==> src/rtl/mem_access_pkg.sv <==
// rtl/mem_access_pkg.sv - size encodings and FSM states for the data memory access controller
package mem_access_pkg;

    localparam logic [1:0] SZ_BYTE = 2'b00;
    localparam logic [1:0] SZ_HALF = 2'b01;
    localparam logic [1:0] SZ_WORD = 2'b10;

    typedef enum logic [1:0] {
        ST_IDLE,
        ST_RD,
        ST_WR,
        ST_RESP
    } state_t;

endpackage

==> src/rtl/mem_lane_align.sv <==
// rtl/mem_lane_align.sv - little-endian store lane merge and load extract/extend (combinational)
module mem_lane_align
    import mem_access_pkg::*;
(
    input  logic [31:0] old_word,
    input  logic [31:0] new_data,
    input  logic [1:0]  size,
    input  logic [1:0]  offset,
    input  logic        is_unsigned,
    output logic [31:0] merged,
    output logic [31:0] extracted
);

    logic [31:0] shifted;

    always_comb begin
        merged    = old_word;
        shifted   = old_word >> {offset, 3'b000};
        extracted = shifted;
        case (size)
            SZ_BYTE: begin
                merged[{offset, 3'b000} +: 8] = new_data[7:0];
                extracted = {{24{~is_unsigned & shifted[7]}}, shifted[7:0]};
            end
            SZ_HALF: begin
                merged[{offset[1], 4'b0000} +: 16] = new_data[15:0];
                extracted = {{16{~is_unsigned & shifted[15]}}, shifted[15:0]};
            end
            default: begin
                merged    = new_data;
                extracted = shifted;
            end
        endcase
    end

endmodule

==> src/rtl/mem_access_ctrl.sv <==
// rtl/mem_access_ctrl.sv - load/store initiator for a word-addressed data memory with sub-word RMW
// Optional misaligned-access trap: define MISALIGN_TRAP_EN.
module mem_access_ctrl
    import mem_access_pkg::*;
#(
    parameter int MEM_WORDS = 64
)
(
    input  logic        clock,
    input  logic        reset,
    input  logic        req_valid,
    output logic        req_ready,
    input  logic        req_write,
    input  logic [1:0]  req_size,
    input  logic        req_unsigned,
    input  logic [31:0] req_addr,
    input  logic [31:0] req_wdata,
    output logic        resp_valid,
    output logic [31:0] resp_rdata,
    output logic        resp_err,
    output logic        busy,
    output logic [31:0] address,
    output logic [31:0] writeData,
    output logic        memWrite,
    output logic        memRead,
    input  logic [31:0] readData
);

    localparam int IDX_W = $clog2(MEM_WORDS);

    state_t      state;
    logic        l_write;
    logic        l_unsigned;
    logic [1:0]  l_size;
    logic [1:0]  l_off;
    logic [31:0] l_wdata;
    logic [1:0]  nsize;
    logic [1:0]  eff_off;
    logic [31:0] merged;
    logic [31:0] extracted;
    logic [31:0] word_idx;
    logic        unused_addr_bits;

    assign busy             = ~req_ready;
    assign word_idx         = {{(32-IDX_W){1'b0}}, req_addr[IDX_W+1:2]};
    assign unused_addr_bits = ^req_addr[31:IDX_W+2];

`ifdef MISALIGN_TRAP_EN
    logic misalign;

    always_comb begin
        nsize    = req_size[1] ? SZ_WORD : req_size;
        eff_off  = req_addr[1:0];
        misalign = ((nsize == SZ_HALF) && req_addr[0]) ||
                   ((nsize == SZ_WORD) && (req_addr[1:0] != 2'b00));
    end
`else
    // Without the trap, misaligned halves/words are silently forced onto their natural boundary.
    always_comb begin
        nsize = req_size[1] ? SZ_WORD : req_size;
        case (nsize)
            SZ_HALF: eff_off = {req_addr[1], 1'b0};
            SZ_WORD: eff_off = 2'b00;
            default: eff_off = req_addr[1:0];
        endcase
    end

    assign resp_err = 1'b0;
`endif

    mem_lane_align u_align (
        .old_word    (readData),
        .new_data    (l_wdata),
        .size        (l_size),
        .offset      (l_off),
        .is_unsigned (l_unsigned),
        .merged      (merged),
        .extracted   (extracted)
    );

    always_ff @(posedge clock) begin
        if (reset) begin
            state      <= ST_IDLE;
            req_ready  <= 1'b1;
            resp_valid <= 1'b0;
            resp_rdata <= '0;
`ifdef MISALIGN_TRAP_EN
            resp_err   <= 1'b0;
`endif
            memRead    <= 1'b0;
            memWrite   <= 1'b0;
            address    <= '0;
            writeData  <= '0;
            l_write    <= 1'b0;
            l_unsigned <= 1'b0;
            l_size     <= SZ_BYTE;
            l_off      <= 2'b00;
            l_wdata    <= '0;
        end else begin
            case (state)
                ST_IDLE: begin
                    if (req_valid && req_ready) begin
                        l_write    <= req_write;
                        l_unsigned <= req_unsigned;
                        l_size     <= nsize;
                        l_off      <= eff_off;
                        l_wdata    <= req_wdata;
                        address    <= word_idx;
                        req_ready  <= 1'b0;
`ifdef MISALIGN_TRAP_EN
                        if (misalign) begin
                            state      <= ST_RESP;
                            resp_valid <= 1'b1;
                            resp_err   <= 1'b1;
                            resp_rdata <= '0;
                        end else
`endif
                        if (req_write && (nsize == SZ_WORD)) begin
                            state     <= ST_WR;
                            memWrite  <= 1'b1;
                            writeData <= req_wdata;
                        end else begin
                            state   <= ST_RD;
                            memRead <= 1'b1;
                        end
                    end
                end
                ST_RD: begin
                    memRead <= 1'b0;
                    if (l_write) begin
                        state     <= ST_WR;
                        memWrite  <= 1'b1;
                        writeData <= merged;
                    end else begin
                        state      <= ST_RESP;
                        resp_valid <= 1'b1;
                        resp_rdata <= extracted;
                    end
                end
                ST_WR: begin
                    memWrite   <= 1'b0;
                    state      <= ST_RESP;
                    resp_valid <= 1'b1;
                    resp_rdata <= '0;
                end
                default: begin
                    state      <= ST_IDLE;
                    resp_valid <= 1'b0;
                    resp_rdata <= '0;
`ifdef MISALIGN_TRAP_EN
                    resp_err   <= 1'b0;
`endif
                    req_ready  <= 1'b1;
                end
            endcase
        end
    end

endmodule

==> config.mk <==
export PLATFORM = sky130hd
export DESIGN_NAME = mem_access_ctrl
export DESIGN_NICKNAME = d
export VERILOG_FILES = /design/src/rtl/mem_access_pkg.sv /design/src/rtl/mem_lane_align.sv /design/src/rtl/mem_access_ctrl.sv
export SDC_FILE = /design/constraint.sdc
export NUM_CORES = 1
export LEC_CHECK = 0
export CAP_MARGIN = 40
export CORE_UTILIZATION = 40
export DETAILED_ROUTE_END_ITERATION = 8
export PLACE_DENSITY = 0.77
export SLEW_MARGIN = 40
export SYNTH_ARGS = -nofsm -noshare
export SYNTH_HDL_FRONTEND = slang
export SYNTH_SLANG_ARGS = --single-unit
==> constraint.sdc <==
create_clock -name clock -period 1.9 [get_ports clock]
set_input_delay 0.19 -clock clock [delete_from_list [all_inputs] [get_ports clock]]
set_output_delay 0.19 -clock clock [all_outputs]
set_load 0.005 [all_outputs]
Word-level counts from Yosys, hierarchy flattened
Cells that the tools add are included.
{ "classes": {"add_sub_neg": 2, "multipliers": 0, "div": 0, "magnitude_cmp": 0, "eq_ne": 10, "shifts": 5, "n_mux": 27, "bitwise": 6, "reduce_logical": 13} }
{ "ops": {"columns": ["operator", "count"], "rows": [
  ["$pmux W32 S2", 4],
  ["$mux W32", 4],
  ["$bwmux W32", 2],
  ["$shift A16 B7 Y32 const A", 1],
  ["$shift A8 B7 Y32 const A", 1],
  ["$shiftx A16 B7 Y32", 1],
  ["$shiftx A8 B7 Y32", 1],
  ["$shr A32 B5 Y32", 1],
  ["$neg A5 Y7", 2],
  ["$ne A2 B2 Y1 const B", 5],
  ["$mux W1", 8],
  ["$reduce_and A4 Y1", 2],
  ["$eq A2 B1 Y1 const B", 3],
  ["$mux W2", 3],
  ["$pmux W1 S3", 2],
  ["$pmux W2 S3", 1],
  ["$reduce_and A2 Y1", 3],
  ["$eq A2 B2 Y1 const B", 2],
  ["$logic_not A2 Y1", 2],
  ["$not A1 Y1", 4],
  ["$pmux W1 S2", 2],
  ["$pmux W2 S2", 1],
  ["$reduce_and A3 Y1", 1],
  ["$reduce_bool A3 Y1", 1],
  ["other kinds (4)", 6]
]} }
{ "word_totals": {"reg_bits": 114, "latchBits": 0, "ram_bits": 0, "rom_bits": 0, "input_bits": 103, "output_inout_bits": 102, "word_cells": 76, "memories": 0} }

Logic depth before layout (Yosys ltp)
Gate-level depths: netlist of run 1.
{ "depth": {"ltp_word": 6, "depth_mapped": 10, "mapped_depth_nobuf": 6} }

By module
A second synthesis of run 1 with hierarchy kept.
{ "hier_totals": {"cells_unflattened": 838, "area_unflattened_um2": 7018.0} }
{ "by_module_without_submodules": {"columns": ["mod", "instances", "cells_each", "area_each_um2", "seq_area_each_um2"], "rows": [
  ["mem_access_ctrl", 1, 546, 4982.3, 2282.2],
  ["mem_lane_align", 1, 292, 2035.7, 0.0]
]} }

Least setup slack after synthesis of run 1
Ideal clock, no wire load.
{ "synth_path": {"path_type": "flip-flop to flip-flop", "start": "register l_off[0]", "end": "register writeData[0]", "setup_ps": 123, "arrival_time_ps": 1925, "t_required_ps": 1777, "setup_slack_ps": -149, "path_stages_with_launch": 8, "path_buffers": 1, "synth_period_minus_slack_ps": 2049, "path_cell_list": "dfxtp_1 clkbuf_1 inv_1 ha_1 nor4bb_1 a211o_1 a221oi_1 o2bb2ai_1"} }
{ "synth_via": {"elab_chain_len": 6, "elab_cells_between_ends": 7, "classes_between": "add/sub (1); shift (2); mux (4)"} }
{ "synth_rtl": {"columns": ["element", "line_no", "rtl"], "rows": [
  ["start, declared", "mem_access_ctrl.sv:35", "logic [1:0] l_off;"],
  ["start signal, assigned", "mem_access_ctrl.sv:106", "l_off <= eff_off;"],
  ["$neg A5 Y7 *", "mem_lane_align.sv:22", "merged[{offset, 3'b000} +: 8] = new_data[7:0];"],
  ["$shiftx A8 B7 Y32 or $shift A8 B7 Y32 (tied branches)", "mem_lane_align.sv:22", null],
  ["$bwmux W32 *", "mem_lane_align.sv:22", null],
  ["$pmux W32 S2 *", "mem_lane_align.sv:20", "case (size)"],
  ["$mux W32 *", "mem_access_ctrl.sv:130", "if (l_write) begin"],
  ["$pmux W32 S2 *", "mem_access_ctrl.sv:100", "case (state)"],
  ["end signal, assigned", "mem_access_ctrl.sv:121", "writeData <= req_wdata;"],
  ["end signal, assigned", "mem_access_ctrl.sv:133", "writeData <= merged;"],
  ["end, declared", "mem_access_ctrl.sv:23", "output logic [31:0] writeData,"]
]} }
Every way passes the cells marked *; elsewhere a longest branch is shown, timed or not. The select of a mux whose other input is x is not followed.
A chain may end at the register's enable or synchronous reset.

Worst setup path after layout of run 1
{ "layout_path": {"start": "register state[0]", "end": "register writeData[11]"} }
{ "layout_via": {"elab_chain_len": 3, "elab_cells_between_ends": 8, "classes_between": "eq/ne (4); mux (1); reduce/logical (3)"} }
{ "layout_rtl": {"columns": ["element", "line_no", "rtl"], "rows": [
  ["start, declared", "mem_access_ctrl.sv:31", "state_t state;"],
  ["start signal, assigned", "mem_access_ctrl.sv:83", "state <= ST_IDLE;"],
  ["start signal, assigned", "mem_access_ctrl.sv:119", "state <= ST_WR;"],
  ["start signal, assigned", "mem_access_ctrl.sv:123", "state <= ST_RD;"],
  ["$eq A2 B1 Y1 or $logic_not A2 Y1 (tied branches)", "mem_access_ctrl.sv:100", null],
  ["$ne A2 B2 Y1 (no line) or $reduce_bool A2 Y1 (tied branches)", null, null],
  ["$reduce_and A4 Y1 (no line)", null, null]
]} }
Parallel ways exist; a longest one is shown, timed or not.

==> metrics.log, run 1 <==
[metrics] cell area after technology mapping: 5886 µm²
[metrics] IO Port Bufs: 153
[metrics] fin crit share: 1.007
[metrics] total placed cells including tap cells: 1037
[metrics] 1st-pass router iterations: 5
[metrics] quantity of hold-fixing buffers added after cts: 0
[metrics] cell chosen for the clock root: sky130_fd_sc_hd__clkbuf_16
[metrics] top cells by instance count after synthesis: 121 x sky130_fd_sc_hd__nand2_1, 114 x sky130_fd_sc_hd__dfxtp_1, 68 x sky130_fd_sc_hd__o21ai_0, 57 x sky130_fd_sc_hd__a21oi_1, 38 x sky130_fd_sc_hd__clkbuf_1
[metrics] DRT antenna net count: 0
[metrics] global-route wire length before repair: 31.44 mm
[metrics] cell with the most instances after synthesis: sky130_fd_sc_hd__nand2_1
[metrics] yosys warns: 0
[metrics] Final Hold Violating Endpoints: 0
[metrics] nature of the critical path startpoint: flip-flop
[metrics] number of synthesized flops with an enable pin: 0
[metrics] maximum VDD drop: 707.6 µV
[metrics] power share of the sequential group: 0.309
[metrics] Post-layout nets: 998
[metrics] global route overflow: 0
[metrics] width of the die: 123.3 µm
[metrics] total clock buffers created by CTS: 17
[metrics] area of the die: 15200 µm²
[metrics] post-layout worst setup margin: -14.23 ps
[metrics] startpoint of the lowest-slack register-to-register path: state[0]
[metrics] data arrival time of the worst path: 2250 ps
[metrics] hold worst-path end: resp_rdata[20]
[metrics] Finish-stage setup viols: 1
[metrics] P&R area growth vs syn: 49.70%
[metrics] switching fraction of total power: 0.3542
[metrics] share of power burned in combinational logic: 0.409
[metrics] cell-internal power: 7142 µW
[metrics] DRT Wirelength: 21.78 mm
[metrics] final weighted congestion of routability-driven global placement: 0.9407
[metrics] class of the worst hold path: input pin to flip-flop
[metrics] Hold Path Stages: 3
[metrics] Critical Path Sink Type: flip-flop
[metrics] Switch Pwr: 3917 µW
[metrics] number of top-level pins: 205
[metrics] clk_skew: 7.493 ps
[metrics] drt first-iter violations: 811
[metrics] diodes inserted: 0
[metrics] fraction of synthesized cell area taken by the top area cell type: 0.3878
[metrics] share of the yosys chip area belonging to registers: 0.3878
[metrics] Avg WL per Cell: 20.24 µm
[metrics] Final TNS setup: -14.23 ps
[metrics] endpoint required time on the critical path: 2230 ps
[metrics] distinct cell type count of the synthesized netlist: 51
[metrics] via count of the first global-routing pass: 5807
[metrics] mean instance size in the synthesized netlist: 8.420 µm²
[metrics] power density over cell area: 1255 nW/µm²
[metrics] Rows: 43
[metrics] Floorplan Core Area: 14100 µm²
[metrics] cell count after synthesis: 699
[metrics] worst rel slew slack: 0.5284
[metrics] top cells by area in the synthesized netlist: sky130_fd_sc_hd__dfxtp_1 39%, sky130_fd_sc_hd__nand2_1 7.7%, sky130_fd_sc_hd__o21ai_0 5.8%, sky130_fd_sc_hd__a21oi_1 4.8%, sky130_fd_sc_hd__o2bb2ai_1 4.8%
[metrics] worst r2r dst: writeData[11]
[metrics] post-layout min period: 1914 ps
[metrics] filler-free cell count of the finished design: 1076
[metrics] CTS Buffer Depth: 2
[metrics] TritonCTS clock tree: built
[metrics] standby leakage power: 0.003134 µW
[metrics] violations in the final reports: negative setup slack
[metrics] Vias/cell: 5.901
[metrics] final max-slew violation count: 0
[metrics] number of max-cap violations: 0
[metrics] half-perimeter wire length of the detailed placement result: 14.32 mm
[metrics] pin slew with the least headroom to its limit: 701.1 ps
[metrics] maximum level of the CTS H-tree: 4
[metrics] largest area contributor in the netlist: sky130_fd_sc_hd__dfxtp_1
[metrics] outcome: finished, violations left
[metrics] maximum achievable frequency: 0.5224 GHz
[metrics] Crit Path Class: flip-flop to flip-flop
[metrics] Total Routing Usage GR: 0.2776
[metrics] number of design rule violations left after detail routing: 0
[metrics] number of vias after detailed routing: 6349
[metrics] clock share of power: 0.282
[metrics] launch point of the worst hold path: reset
[metrics] fraction of final layout cells with drive strength greater than 1: 0.1908
[metrics] Register-to-Register Setup Slack: -10 ps
[metrics] clock slew seen by the registers of the worst setup and hold paths: 50 ps
[metrics] async set-reset flop share out of synthesis: 0
[metrics] pin count of the biggest net entering global routing: 60
[metrics] cell count of the worst reg-to-reg path: 9
[metrics] initial core utilization: 0.4175
[metrics] maximum net fanout on the critical path: 8
[metrics] post-synthesis register bit count: 114
[metrics] DIE HEIGHT: 123.3 µm
[metrics] Worst-Skew Late Latency: 410 ps
[metrics] number of antenna violations at the first check in global routing: 0
[metrics] clock tree sinks: 114
[metrics] Main synth FF type: sky130_fd_sc_hd__dfxtp_1
what timing repair did:
item | in CTS | in global routing
cloned | 1 | 4
setup buffers | 1 | 5
gates resized for setup | 26 | 45
setup endpoints to repair | 39 | 59
endpoints found under the hold margin | 0 | 0
pin swaps | 3 | 9
power groups by stage:
stage          clock, µW  sequential, µW  combinational, µW
2_1_floorplan          0            3300               2080
3_3_place_gp           0            3390               3880
3_5_place_dp           0            3390               3940
4_1_cts             3130            3360               4080
5_1_grt             3260            3470               4840
6_report            3120            3420               4530
logic make-up (layout without fill, tap and decap cells):
logic type | Yosys count | in the layout | synth area share
adder cells (fa/ha/maj) | 9 | 9 | 0.01913
AO/OA/AOI/OAI | 228 | 228 | 0.2545
flip-flops | 114 | 114 | 0.3878
AND/OR/NAND/NOR | 229 | 229 | 0.1947
multiplexers | 25 | 25 | 0.06123
buffers and inverters | 93 | 264 | 0.08206
other | 1 | 27 | 0.0006371
registers in the layout, summed over array words and instances (netlist names):
name and count:
l_wdata 32, resp_rdata 32, writeData 32, address 6, l_off 2, l_size 2, state 2, l_unsigned 1
l_write 1, memRead 1, memWrite 1, req_ready 1, resp_valid 1
metal layers:
metal,vias to the layer above,wire length [µm],track usage
li1,2884,-,-
met1,2976,8770,0.3709
met2,432,9663,0.4127
met3,57,2641,0.07795
met4,0,701,0.1288
met5,-,0,0
final cells by class:
cell class	instances	area, µm²
Fill cell	1172	5285
Sequential cell	114	2290
Inverter	7	35.03
Multi-Input combinational cell	518	3473
Timing Repair Buffer	227	2212
Tap cell	180	225.2
Clock buffer	23	488.0
Clock inverter	6	80.08
Timing Repair inverter	1	7.507
critical path: stages, from the launching register on:
cell	delay, ps
sky130_fd_sc_hd__dfxtp_4	360
sky130_fd_sc_hd__inv_4	60
sky130_fd_sc_hd__ha_4	160
sky130_fd_sc_hd__buf_6	120
sky130_fd_sc_hd__nand3_4	90
sky130_fd_sc_hd__a2111oi_4	380
sky130_fd_sc_hd__buf_4	210
sky130_fd_sc_hd__clkbuf_16	160
sky130_fd_sc_hd__o21ai_0	100
sky130_fd_sc_hd__o2bb2ai_1	180
through the flow:
stage	area [µm²]	power (µW)	setup WS (ps)	util	hold WS, ps
after floorplan	6006	5377	3.098	-	323.6
after global placement	7846	7267	-182.0	0.5566	437.0
after detailed placement	7851	7326	-265.4	0.5570	445.9
after CTS	8533	10580	-13.93	0.6054	248.0
after global routing	8811	11570	-78.45	0.6251	285.9
final	8811	11060	-14.23	0.6251	283.2
how the worst max path moves through the flow:
stage          slack (ps)     start              to
2_1_floorplan           3  state[0]  resp_rdata[30]
3_3_place_gp         -180  l_off[0]   writeData[26]
3_5_place_dp         -270  l_off[0]   writeData[24]
4_1_cts               -10  l_off[0]    writeData[2]
5_1_grt               -80  state[1]   writeData[11]
6_report              -10  state[0]   writeData[11]
placed cells by master, fill, tap and decap left out, types with 24 or more instances in the layout:
cell type                         instances
sky130_fd_sc_hd__a21oi_1                 56
sky130_fd_sc_hd__nand2_1                121
sky130_fd_sc_hd__nand3_1                 24
sky130_fd_sc_hd__dfxtp_1                110
sky130_fd_sc_hd__buf_4                   62
sky130_fd_sc_hd__clkdlybuf4s50_1        152
sky130_fd_sc_hd__conb_1                  27
sky130_fd_sc_hd__o21ai_0                 65
sky130_fd_sc_hd__o2bb2ai_1               32
Power figures use the tool's default switching activity.
==> inputs of run 2 (changes only) <==
--- a/config.mk
+++ b/config.mk
@@ -9,7 +9,7 @@
 export CORE_UTILIZATION = 40
 export DETAILED_ROUTE_END_ITERATION = 8
 export PLACE_DENSITY = 0.77
-export SLEW_MARGIN = 40
+export SLEW_MARGIN = 0
 export SYNTH_ARGS = -nofsm -noshare
 export SYNTH_HDL_FRONTEND = slang
 export SYNTH_SLANG_ARGS = --single-unit
==> run 2 against run 1 <==
The flow still finishes with violations (negative setup slack). Maximum frequency down 0.30%. Clock skew about the same. Combinational power about the same. Hold slack worse by 27 ps. Sequential share of layout area down 0.081 points. Count of clock-buffer cells in the layout up 1. Final area up 0.31%. Register-to-register slack about the same. Clock power up 2%. Global-route usage down 0.38 points. Critical endpoint is now resp_rdata[19]. Largest power group unchanged.
==> metrics.log, run 2 (synthesis results as in run 1) <==
[metrics] Floorplan Core Area: 14100 µm² (unchanged)
[metrics] pre-CTS setup slack: -325.8 ps (-60.43 ps)
[metrics] TritonCTS clock tree: built
[metrics] global-route wire length before repair: 31.07 mm (-1.2%)
[metrics] width of the die: 123.3 µm (unchanged)
[metrics] nature of the critical path startpoint: flip-flop
[metrics] startpoint of the lowest-slack register-to-register path: state[0]
[metrics] fraction of final layout cells with drive strength greater than 1: 0.1888 (-0.002021)
[metrics] number of antenna violations at the first check in global routing: 0 (unchanged)
[metrics] fin crit share: 1.011 (+0.003029)
[metrics] number of design rule violations left after detail routing: 0 (unchanged)
[metrics] dominant delay contributor by cell family on the critical path: simple AND/OR/NAND/NOR gates
[metrics] post-layout min period: 1920 ps (+5.754 ps)
[metrics] IO Port Bufs: 153 (unchanged)
[metrics] Finish-stage setup viols: 2 (+1)
[metrics] DRT Wirelength: 21.36 mm (-1.9%)
[metrics] outcome: finished, violations left
[metrics] slowest stage cell on the critical path: sky130_fd_sc_hd__or4b_4
[metrics] delay contributed by the slowest stage of the critical path: 520 ps (+140 ps)
[metrics] maximum net fanout on the critical path: 8 (unchanged)
[metrics] Avg WL per Cell: 19.87 µm (-1.8%)
[metrics] Crit Path Class: flip-flop to flip-flop
[metrics] clock slew seen by the registers of the worst setup and hold paths: 50 ps (about the same)
[metrics] Core Util, Final: 0.6270 (+0.001952)
[metrics] Switch Pwr: 3890 µW (-0.70%)
[metrics] clock tree sinks: 114 (unchanged)
[metrics] number of max-cap violations: 0 (unchanged)
[metrics] drt first-iter violations: 781 (-3.7%)
[metrics] post-layout worst setup margin: -19.98 ps (-5.754 ps)
[metrics] data arrival time of the worst path: 2250 ps (about the same)
[metrics] pin count of the biggest net entering global routing: 60 (unchanged)
[metrics] share of power burned in combinational logic: 0.406 (-0.003)
[metrics] pin slew with the least headroom to its limit: 663.3 ps (-37.82 ps)
[metrics] endpoint required time on the critical path: 2230 ps (about the same)
[metrics] half-perimeter wire length of the detailed placement result: 14.31 mm (about the same)
[metrics] Rows: 43 (unchanged)
[metrics] Buf+Inv Stages, Crit Path: 3 (-1)
[metrics] Vias/cell: 5.859 (-0.71%)
[metrics] maximum level of the CTS H-tree: 4 (unchanged)
[metrics] Critical Path Sink Type: flip-flop
[metrics] DRT antenna net count: 0 (unchanged)
[metrics] standby leakage power: 0.003130 µW (-0.13%)
[metrics] clk_skew: 7.879 ps (+0.3857 ps)
[metrics] DIE HEIGHT: 123.3 µm (unchanged)
[metrics] final worst hold slack: 256.0 ps (-27.18 ps)
[metrics] P&R area growth vs syn: 50.17%
[metrics] most common library cell in the layout ignoring fill and taps: sky130_fd_sc_hd__clkdlybuf4s50_1
[metrics] 1st-pass router iterations: 5 (unchanged)
[metrics] final weighted congestion of routability-driven global placement: 0.9407 (unchanged)
[metrics] ordered cell list for the critical path: inv_4 > ha_4 > buf_12 > or4b_4 > nor3_4 > buf_4 > nand3_4 > o21ai_1
[metrics] total clock buffers created by CTS: 17 (unchanged)
[metrics] Post-layout nets: 997 (-0.10%)
[metrics] Final Hold Violating Endpoints: 0 (unchanged)
[metrics] number of top-level pins: 205 (unchanged)
[metrics] placed standard-cell area: 7851 µm² (unchanged)
[metrics] power share of the sequential group: 0.308 (about the same)
[metrics] cell-internal power: 7212 µW (+0.99%)
[metrics] initial core utilization: 0.4175 (unchanged)
[metrics] class of the worst hold path: input pin to flip-flop
[metrics] final max-slew violation count: 0 (unchanged)
[metrics] maximum achievable frequency: 0.5208 GHz (-0.30%)
[metrics] Finished Cell Area: 8838 µm² (+0.31%)
[metrics] Worst-Skew Late Latency: 410 ps (about the same)
[metrics] critical path startpoint: state[0]
[metrics] biggest regs: l_wdata (32), resp_rdata (32), writeData (32)
[metrics] maximum VDD drop: 679.2 µV (-4.0%)
[metrics] cell chosen for the clock root: sky130_fd_sc_hd__clkbuf_16
[metrics] launch point of the worst hold path: reset
[metrics] fill count: 1146 (-2.2%)
[metrics] CTS Buffer Depth: 2 (unchanged)
[metrics] most used cells in the layout excluding fill and tap cells: 152 x sky130_fd_sc_hd__clkdlybuf4s50_1, 121 x sky130_fd_sc_hd__nand2_1, 110 x sky130_fd_sc_hd__dfxtp_1
[metrics] Total Routing Usage GR: 0.2739 (-0.003782)
[metrics] global route overflow: 0 (unchanged)
[metrics] clock share of power: 0.286 (+0.004)
[metrics] power density over cell area: 1256 nW/µm² (about the same)
[metrics] violations in the final reports: negative setup slack
[metrics] diodes inserted: 0 (unchanged)
[metrics] worst rel slew slack: 0.5578 (+0.02941)
[metrics] area of the die: 15200 µm² (unchanged)
[metrics] RSZ-0062 raised after global routing: yes
[metrics] switching fraction of total power: 0.3504 (-0.003853)
[metrics] number of vias after detailed routing: 6298 (-0.80%)
[metrics] via count of the first global-routing pass: 5695 (-1.9%)
-- run 2: cell count changes in the layout (fill, tap and decap cells not counted), sizes merged --
cell | previous run | this run
clkinv | 4 | 3
-- run 2: repair_timing --
| action | in CTS | in global routing |
|---|---|---|
| hold buffers | 0 | 0 |
| setup buffers | 1 | 5 |
| cloned | 0 | 3 |
| setup endpoints to repair | 38 | 58 |
| resized for setup | 24 | 50 |
| pin swaps | 3 | 9 |
-- run 2: per-stage QoR --
stage	cells	power [µW]	TNS (ps)
2_1_floorplan	725	5377	0
3_3_place_gp	1037	7267	-2634
3_5_place_dp	1038	7332	-3761
4_1_cts	1068	10640	0
5_1_grt	1075	11620	-1273
6_report	1075	11100	-20.20
-- run 2: worst min-delay path, stage by stage --
cell and delay (ps):
sky130_fd_sc_hd__buf_2 150, sky130_fd_sc_hd__buf_4 200, sky130_fd_sc_hd__o21ai_1 80
-- run 2: worst paths after layout --
path / to / slack [ps] / cells after the start
hold reg to reg: address[1] / 450 / 2
hold / removal: resp_rdata[20] / 260 / 3
setup / recovery: resp_rdata[19] / -20 / 8
setup reg to reg: resp_rdata[19] / -20 / 8
-- run 2: layer usage --
layer,global-route usage,wire [µm]
met5,0,0
met1,0.3797,8889
met4,0.1190,578
met3,0.06411,2343
met2,0.4036,9543
-- run 2: final cells by class --
cell class	instances	area, µm²	area share
Multi-Input combinational cell	518	3503	0.3964
Sequential cell	114	2290	0.2591
Timing Repair Buffer	226	2193	0.2482
Clock buffer	24	511.7	0.05790
Tap cell	180	225.2	0.02548
Clock inverter	5	75.07	0.008494
Inverter	7	32.53	0.003681
Timing Repair inverter	1	7.507	0.0008494
-- run 2: power groups by stage --
stage	clock, µW	sequential (µW)	combinational [µW]
finish	3180	3410	4510
global route	3330	3460	4830
CTS	3190	3360	4080
detailed placement	0	3390	3940
global placement	0	3390	3880
floorplan	0	3300	2080
==> inputs of run 3 (changes only) <==
==> constraint.sdc (replaced) <==
create_clock -name clock -period 1.9 [get_ports clock]
set_input_delay 0.19 -clock clock [delete_from_list [all_inputs] [get_ports clock]]
set_output_delay 0.19 -clock clock [all_outputs]
set_load 0.01 [all_outputs]
==> results of run 3 <==
Same layout as run 2 (identical final DEF). Status: finished, violations left: negative setup slack.
Main changes from that run: total power 11100 µW -> 11250 µW; worst IR drop on VDD 679.2 µV -> 679.9 µV
